==> config.mk <==
export PLATFORM = sky130hd
export DESIGN_NAME = tt_um_warriorjacq9
export DESIGN_NICKNAME = d
export VERILOG_FILES = /design/src/rtl/tt_um_warriorjacq9_pkg.sv /design/src/rtl/warriorjacq9_alu.sv /design/src/rtl/tt_um_warriorjacq9.sv
export SDC_FILE = /design/constraint.sdc
export NUM_CORES = 1
export LEC_CHECK = 0
export ABC_CLOCK_PERIOD_IN_PS = 2200
export BUFFER_PORTS_ARGS = -buffer_cell sky130_fd_sc_hd__clkbuf_2
export CAP_MARGIN = 20
export CORE_UTILIZATION = 43
export DETAILED_ROUTE_END_ITERATION = 12
export PLACE_DENSITY = 0.7
export SKIP_CTS_REPAIR_TIMING = 1
export SLEW_MARGIN = 20
export SYNTH_ARGS = -nofsm -noshare
export SYNTH_HDL_FRONTEND = slang
export SYNTH_HIERARCHICAL = 1
export SYNTH_SLANG_ARGS = --single-unit
==> constraint.sdc <==
create_clock -name clk -period 2.2 [get_ports clk]
set_clock_uncertainty 0.15 [all_clocks]
set_input_delay 0.44 -clock clk [delete_from_list [all_inputs] [get_ports clk]]
set_output_delay 0.44 -clock clk [all_outputs]
set_load 0.02 [all_outputs]
==> src/rtl/tt_um_warriorjacq9_pkg.sv <==
// Shared types for the warriorjacq9 4-bit ALU core: opcodes, bus-request codes, FSM states.
package tt_um_warriorjacq9_pkg;

    typedef enum logic [3:0] {
        OP_NOP  = 4'b0000,
        OP_ADDI = 4'b0001,
        OP_SUBI = 4'b0010,
        OP_ANDI = 4'b0011,
        OP_ORI  = 4'b0100,
        OP_XORI = 4'b0101,
        OP_ADDN = 4'b0110
    } opcode_t;

    typedef logic [3:0] busreq_t;
    localparam busreq_t BUSREQ_IDLE    = 4'b0000;
    localparam busreq_t BUSREQ_REGREAD = 4'b0001;
    localparam busreq_t BUSREQ_NEXTOP  = 4'b0011;

    typedef enum logic [1:0] {
        ST_FETCH = 2'd0,
        ST_REQ   = 2'd1,
        ST_NEXT  = 2'd2,
        ST_EXEC  = 2'd3
    } state_t;

    // NOP and unassigned codes never leave FETCH.
    function automatic logic is_exec_op(input logic [3:0] code);
        return (code >= 4'd1) && (code <= 4'd6);
    endfunction

endpackage

==> src/rtl/warriorjacq9_alu.sv <==
// Combinational 4-bit ALU; carry holds the carry-out for adds and the borrow for SUBI.
module warriorjacq9_alu
    import tt_um_warriorjacq9_pkg::*;
(
    input  opcode_t    op,
    input  logic [3:0] a,
    input  logic [3:0] b,
    output logic [3:0] y,
    output logic       carry,
    output logic       zero
);

    logic [4:0] sum;
    logic [4:0] diff;

    assign sum  = {1'b0, a} + {1'b0, b};
    assign diff = {1'b0, a} - {1'b0, b};

    always_comb begin
        y     = a;
        carry = 1'b0;
        case (op)
            OP_ADDI, OP_ADDN: begin
                y     = sum[3:0];
                carry = sum[4];
            end
            OP_SUBI: begin
                y     = diff[3:0];
                carry = diff[4];
            end
            OP_ANDI: y = a & b;
            OP_ORI:  y = a | b;
            OP_XORI: y = a ^ b;
            default: y = a;
        endcase
    end

    assign zero = (y == 4'h0);

endmodule

==> src/rtl/tt_um_warriorjacq9.sv <==
// TinyTapeout wrapper and sequencing FSM for the 4-bit ALU core.
// Optional macro FLAGS_EN adds registered carry/zero flags and a busy bit on uo_out[6:4].
//
// state | meaning
// FETCH | latch opcode/immediate from ui_in, request register if legal
// REQ   | latch register value from uio_in
// NEXT  | latch next operand nibble from ui_in[7:4] (ADDN only)
// EXEC  | write ALU result back
module tt_um_warriorjacq9
    import tt_um_warriorjacq9_pkg::*;
(
    input  logic [7:0] ui_in,
    output logic [7:0] uo_out,
    input  logic [7:0] uio_in,
    output logic [7:0] uio_out,
    output logic [7:0] uio_oe,
    input  logic       ena,
    input  logic       clk,
    input  logic       rst_n
);

    state_t     state;
    opcode_t    op_q;
    logic [3:0] imm_q;
    logic [3:0] reg_q;
    logic [3:0] result_q;
    busreq_t    busreq_q;

    logic [3:0] alu_y;
    logic       alu_carry;
    logic       alu_zero;

    warriorjacq9_alu u_alu (
        .op    (op_q),
        .a     (reg_q),
        .b     (imm_q),
        .y     (alu_y),
        .carry (alu_carry),
        .zero  (alu_zero)
    );

    always_ff @(posedge clk) begin
        if (!rst_n) begin
            state    <= ST_FETCH;
            op_q     <= OP_NOP;
            imm_q    <= 4'h0;
            reg_q    <= 4'h0;
            result_q <= 4'h0;
            busreq_q <= BUSREQ_IDLE;
        end else begin
            case (state)
                ST_FETCH: begin
                    op_q  <= opcode_t'(ui_in[3:0]);
                    imm_q <= ui_in[7:4];
                    if (is_exec_op(ui_in[3:0])) begin
                        state    <= ST_REQ;
                        busreq_q <= BUSREQ_REGREAD;
                    end else begin
                        busreq_q <= BUSREQ_IDLE;
                    end
                end
                ST_REQ: begin
                    reg_q <= uio_in[3:0];
                    if (op_q == OP_ADDN) begin
                        state    <= ST_NEXT;
                        busreq_q <= BUSREQ_NEXTOP;
                    end else begin
                        state    <= ST_EXEC;
                        busreq_q <= BUSREQ_IDLE;
                    end
                end
                ST_NEXT: begin
                    imm_q    <= ui_in[7:4];
                    state    <= ST_EXEC;
                    busreq_q <= BUSREQ_IDLE;
                end
                ST_EXEC: begin
                    result_q <= alu_y;
                    state    <= ST_FETCH;
                    busreq_q <= BUSREQ_IDLE;
                end
                default: begin
                    state    <= ST_FETCH;
                    busreq_q <= BUSREQ_IDLE;
                end
            endcase
        end
    end

`ifdef FLAGS_EN
    logic carry_q;
    logic zero_q;

    always_ff @(posedge clk) begin
        if (!rst_n) begin
            carry_q <= 1'b0;
            zero_q  <= 1'b0;
        end else if (state == ST_EXEC) begin
            carry_q <= alu_carry;
            zero_q  <= alu_zero;
        end
    end

    assign uo_out = {1'b0, (state != ST_FETCH), zero_q, carry_q, busreq_q};

    logic unused_inputs;
    assign unused_inputs = &{1'b0, ena, uio_in[7:4]};
`else
    assign uo_out = {4'h0, busreq_q};

    logic unused_inputs;
    assign unused_inputs = &{1'b0, ena, uio_in[7:4], alu_carry, alu_zero};
`endif

    assign uio_out = {4'h0, result_q};
    assign uio_oe  = 8'h0F;

endmodule

# ---- After elaboration in Yosys (flattened, before gate mapping)
# Index checks and enable logic that the tools add are counted.
dict set report totals {
  ff_bits 22
  latch_bits 0
  ramBits 0
  rom_bits 0
  in_bits 19
  output_inout_bits 24
  mem_count 0
}
dict set report op_classes {
  n_addsub 2
  multipliers 0
  div 0
  magnitude_cmp 2
  eq_ne 10
  shift 0
  n_mux 7
  bitwise_logic 3
  n_reduce_logical 5
}
# cell count
set op_table {}
lappend op_table {{$pmux W4 S5} 1}
lappend op_table {{$eq A4 B3 Y1 const B} 3}
lappend op_table {{$pmux W4 S3} 1}
lappend op_table {{$eq A4 B2 Y1 const B} 2}
lappend op_table {{$pmux W2 S4} 1}
lappend op_table {{$reduce_or A2 Y1} 3}
lappend op_table {{$add A4 B4 Y4} 1}
lappend op_table {{$and A4 B4 Y4} 1}
lappend op_table {{$eq A2 B2 Y1 const B} 2}
lappend op_table {{$eq A4 B1 Y1 const B} 1}
lappend op_table {{$ge A4 B1 Y1 const B} 1}
lappend op_table {{$le A4 B3 Y1 const B} 1}
lappend op_table {{$mux W2} 2}
lappend op_table {{$or A4 B4 Y4} 1}
lappend op_table {{$sub A4 B4 Y4} 1}
lappend op_table {{$xor A4 B4 Y4} 1}
lappend op_table {{$eq A2 B1 Y1 const B} 1}
lappend op_table {{$logic_not A2 Y1} 1}
lappend op_table {{$mux W1} 2}
lappend op_table {{$ne A2 B2 Y1 const B} 1}
lappend op_table {{$logic_and A1 B1 Y1} 1}

# ---- Depth between registers and ports, before layout
dict set report depth {
  depth_word 4
  mapped_depth 10
  mapped_depth_nobuf 10
}

# ---- Cells and area by module
# Netlist, hierarchy kept.
# module instances cells_per_inst area_each_um2 seq_area_each_um2
set modules_own_cells {}
lappend modules_own_cells {tt_um_warriorjacq9 1 104 1007.2 400.4}
lappend modules_own_cells {warriorjacq9_alu 1 85 628.1 0.0}

# ---- Least setup slack after synthesis
# No wires, ideal clock.
dict set report synth_timing {
  kind {reg-to-reg}
  start {reg imm_q[0]}
  end {reg result_q[1]}
  setup_ps 121
  t_arrival_ps 1882
  path_slack_ps 47
  stages_incl_launch_ff 10
  path_buffers 0
  period_less_slack_ps 2153
  path_cell_list {dfxtp_1 -> ha_1 -> inv_1 -> fa_1 -> mux2_1 -> o21ai_1 -> and2_1 -> o32a_1 -> mux2i_1 -> nor2_1}
}
dict set report synth_between {
  elab_chain_cells 2
  elab_cells_between_ends 3
  classes_between {add/sub (2); mux (1)}
}
# item line
set synth_rtl {}
lappend synth_rtl {{from (decl)} tt_um_warriorjacq9.sv:24} ;# logic [3:0] imm_q;
lappend synth_rtl {{from (signal assigned)} tt_um_warriorjacq9.sv:54} ;# imm_q <= ui_in[7:4];
lappend synth_rtl {{from (signal assigned)} tt_um_warriorjacq9.sv:73} ;# imm_q <= ui_in[7:4];
lappend synth_rtl {{$sub A4 B4 Y4 or $add A4 B4 Y4 (tied branches)} {warriorjacq9_alu.sv:17, warriorjacq9_alu.sv:16}}
lappend synth_rtl {{$pmux W4 S5 *} warriorjacq9_alu.sv:22} ;# case (op)
lappend synth_rtl {{net alu_y[1]} tt_um_warriorjacq9.sv:29} ;# logic [3:0] alu_y;
lappend synth_rtl {{to (signal assigned)} tt_um_warriorjacq9.sv:78} ;# result_q <= alu_y;
lappend synth_rtl {{to (decl)} tt_um_warriorjacq9.sv:26} ;# logic [3:0] result_q;
# Mark *: on every way through the listed nets, which the timed path passes. The rest lies on a longest branch.
# A chain may end at the register's enable or synchronous reset.

# ---- Worst setup path after layout
# Ends and elaborated chain as after synthesis.

==> flow_summary.json <==
{
  "cp_data_arrival_time_ns": 2.21,
  "worst_slew_pin_slew_ns": 0.5402,
  "layout-area-overhead-vs-synth_pct": 12.14,
  "avgSynthCellArea_sq_um": 8.710,
  "final_cells": 249,
  "worstRegToRegCells": 9,
  "final_core_utilization_pct": 51.76,
  "crit_path_start_kind": "flip-flop",
  "floorplan.initialDensity_pct": 46.15,
  "drt_drc_violations_left": 0,
  "total_power_w": 0.001999,
  "finish.instance_area_sq_um": 1768,
  "worst_hold_startpoint": "uio_in[3]",
  "setup_viol": 0,
  "unrepaired_setup_endpoints_after_global_routing": "yes",
  "first_global_vias": 1131,
  "clkSinkCount": 20,
  "num-nets-final": 241,
  "vdd_ir_drop_max_uv": 572.7,
  "mostFrequentLayoutCell": "sky130_fd_sc_hd__clkbuf_2",
  "final_max_slew_viol_count": 0,
  "first_pass_grt_wire_length_microns": 5064,
  "max_freq_ghz": 0.4644,
  "timing.final.hold_violations": 0,
  "path_class": "flip-flop to flip-flop",
  "cts_buffer_count": 3,
  "h_tree_levels": 1,
  "die_w_microns": 62.55,
  "rrSetupSlack_ns": 0.05,
  "floorplan.die_area_sq_um": 3913,
  "grt_start_max_net_pins": 17,
  "fin_tns_setup_ns": 0,
  "critPathLaunch": "imm_q[0]$_SDFFE_PN0P_",
  "final_period_minus_worst_setup_slack_ns": 2.153,
  "cts_buffer_depth": 2,
  "share_clk_of_total_power_pct": 15.1,
  "antenna_violating_nets_post_route": 0,
  "worstReg2RegStart": "imm_q[0]$_SDFFE_PN0P_",
  "post_synth_instance_area_sq_um": 1577,
  "clock-root-buffer": "sky130_fd_sc_hd__clkbuf_4",
  "clk_pin_slew_worst_paths_ns": 0.12,
  "p_per_area_nw_per_um2": 1131,
  "share_comb_of_total_power_pct": 55.6,
  "design.core.area_sq_um": 3416,
  "setup.worst_path.end_class": "flip-flop",
  "wl_per_cell_microns": 11.55,
  "placement_cell_area_sq_um": 1670,
  "top_level_ports": 43,
  "synth_cells": 181,
  "grt_antenna_before_repair": 0,
  "seqPwrFrac_pct": 29.3,
  "critical_path_required_ns": 2.26,
  "dieHeight_microns": 62.55,
  "num_vias": 1222,
  "drt-initial-drc-count": 57,
  "max_cap_violations": 0,
  "yosys_warn_count": 6,
  "place_inst": 245,
  "grt_remaining_overflow": 0,
  "path_max_fanout": 2,
  "wl_microns": 2876,
  "timing.final.crit_share_pct": 97.87,
  "drt_pass1_iterations": 5,
  "worst_hold_path_type": "primary input to flip-flop",
  "share_of_post_route_cells_with_drive_strength_above_1_pct": 23.15,
  "dpl.hpwl_microns": 2222,
  "max_slew_headroom_at_the_worst_pin_pct": 63.93,
  "tritoncts": "built",
  "routabilityCongestion": 0.8380,
  "outcome": "completed",
  "mostFrequentLayoutCells": "19 x sky130_fd_sc_hd__clkbuf_2, 18 x sky130_fd_sc_hd__conb_1, 18 x sky130_fd_sc_hd__dfxtp_1",
  "insertedDiodeCount": 0,
  "holdPathStages": 3,
  "intPower_w": 0.001164,
  "via_per_inst": 4.908,
  "port-buffer-count": 19,
  "reg2reg_capture_point": "result_q[1]$_SDFFE_PN0N_",
  "insertion_delay_ns": 0.31,
  "switching_power_w": 0.0008351,
  "power_switching_share_pct": 41.78,
  "total_routing_usage_reported_by_global_routing_pct": 15.99,
  "total_leakage_power_nw": 0.7630,
  "std_cell_rows": 21,
  "whs_endpoint": "reg_q[3]$_SDFFE_PN0N_"
}
## layer usage
| layer | part of all wire, % | global-route usage [%] | wire [microns] |
|---|---|---|---|
| met2 | 49 | 26.22 | 1396 |
| met1 | 45 | 20.78 | 1308 |
| met3 | 5.3 | 2.190 | 153 |
| met5 | 0 | 0 | 0 |
| met4 | 0.59 | 6.977 | 17 |
## worst max-delay path by stage
| stage | endpoint | slack [ns] | depth (start not counted) |
|---|---|---|---|
| 3_5_place_dp | result_q[1]$_SDFFE_PN0N_ | -0.001 | 9 |
| 2_1_floorplan | result_q[1]$_SDFFE_PN0N_ | 0.08 | 9 |
| 5_1_grt | result_q[1]$_SDFFE_PN0N_ | -0.06 | 9 |
| 3_3_place_gp | result_q[1]$_SDFFE_PN0N_ | 0.02 | 9 |
| 4_1_cts | result_q[1]$_SDFFE_PN0N_ | -0.004 | 9 |
| 6_report | result_q[1]$_SDFFE_PN0N_ | 0.05 | 9 |
## area by class of cell
cell class,instances,area (sq um)
clock buffer,3,22.52
clock inverter,1,30.03
fill,349,1648
inverter,16,60.06
multi-input combinational,135,1030
sequential,20,405.4
tap,46,57.56
timing repair buffer,28,162.7
## worst max-delay path, cell delays in order, from the launching register on
cell	delay, ns
sky130_fd_sc_hd__dfxtp_2	0.35
sky130_fd_sc_hd__buf_4	0.14
sky130_fd_sc_hd__ha_4	0.15
sky130_fd_sc_hd__inv_1	0.06
sky130_fd_sc_hd__fa_2	0.44
sky130_fd_sc_hd__nor3b_2	0.17
sky130_fd_sc_hd__a211oi_1	0.07
sky130_fd_sc_hd__o32a_1	0.35
sky130_fd_sc_hd__mux2i_1	0.13
sky130_fd_sc_hd__nor2_1	0.05
## sequential cells by signal, summed over array words and instances, names as in the netlist
register,cells
reg_q,4
busreq_q,2
op_q,4
imm_q,4
result_q,4
state,2
## power groups by stage
| stage | sequential [W] | combinational (W) | clock (W) |
|---|---|---|---|
| floorplan | 0.000546 | 0.000879 | 0 |
| global placement | 0.000578 | 0.00104 | 0 |
| detailed placement | 0.000582 | 0.00107 | 0 |
| CTS | 0.000573 | 0.00107 | 0.000312 |
| global route | 0.000606 | 0.00125 | 0.000323 |
| finish | 0.000586 | 0.00111 | 0.000303 |
## through the flow
| step | setup WS (ns) | hold WS [ns] |
|---|---|---|
| global placement | 0.01753 | 0.3131 |
| finish | 0.04684 | 0.2200 |
| detailed placement | -0.001258 | 0.3178 |
| CTS | -0.003703 | 0.2130 |
| floorplan | 0.08371 | 0.2986 |
| global route | -0.05865 | 0.2275 |
Power figures use the tool's default switching activity.
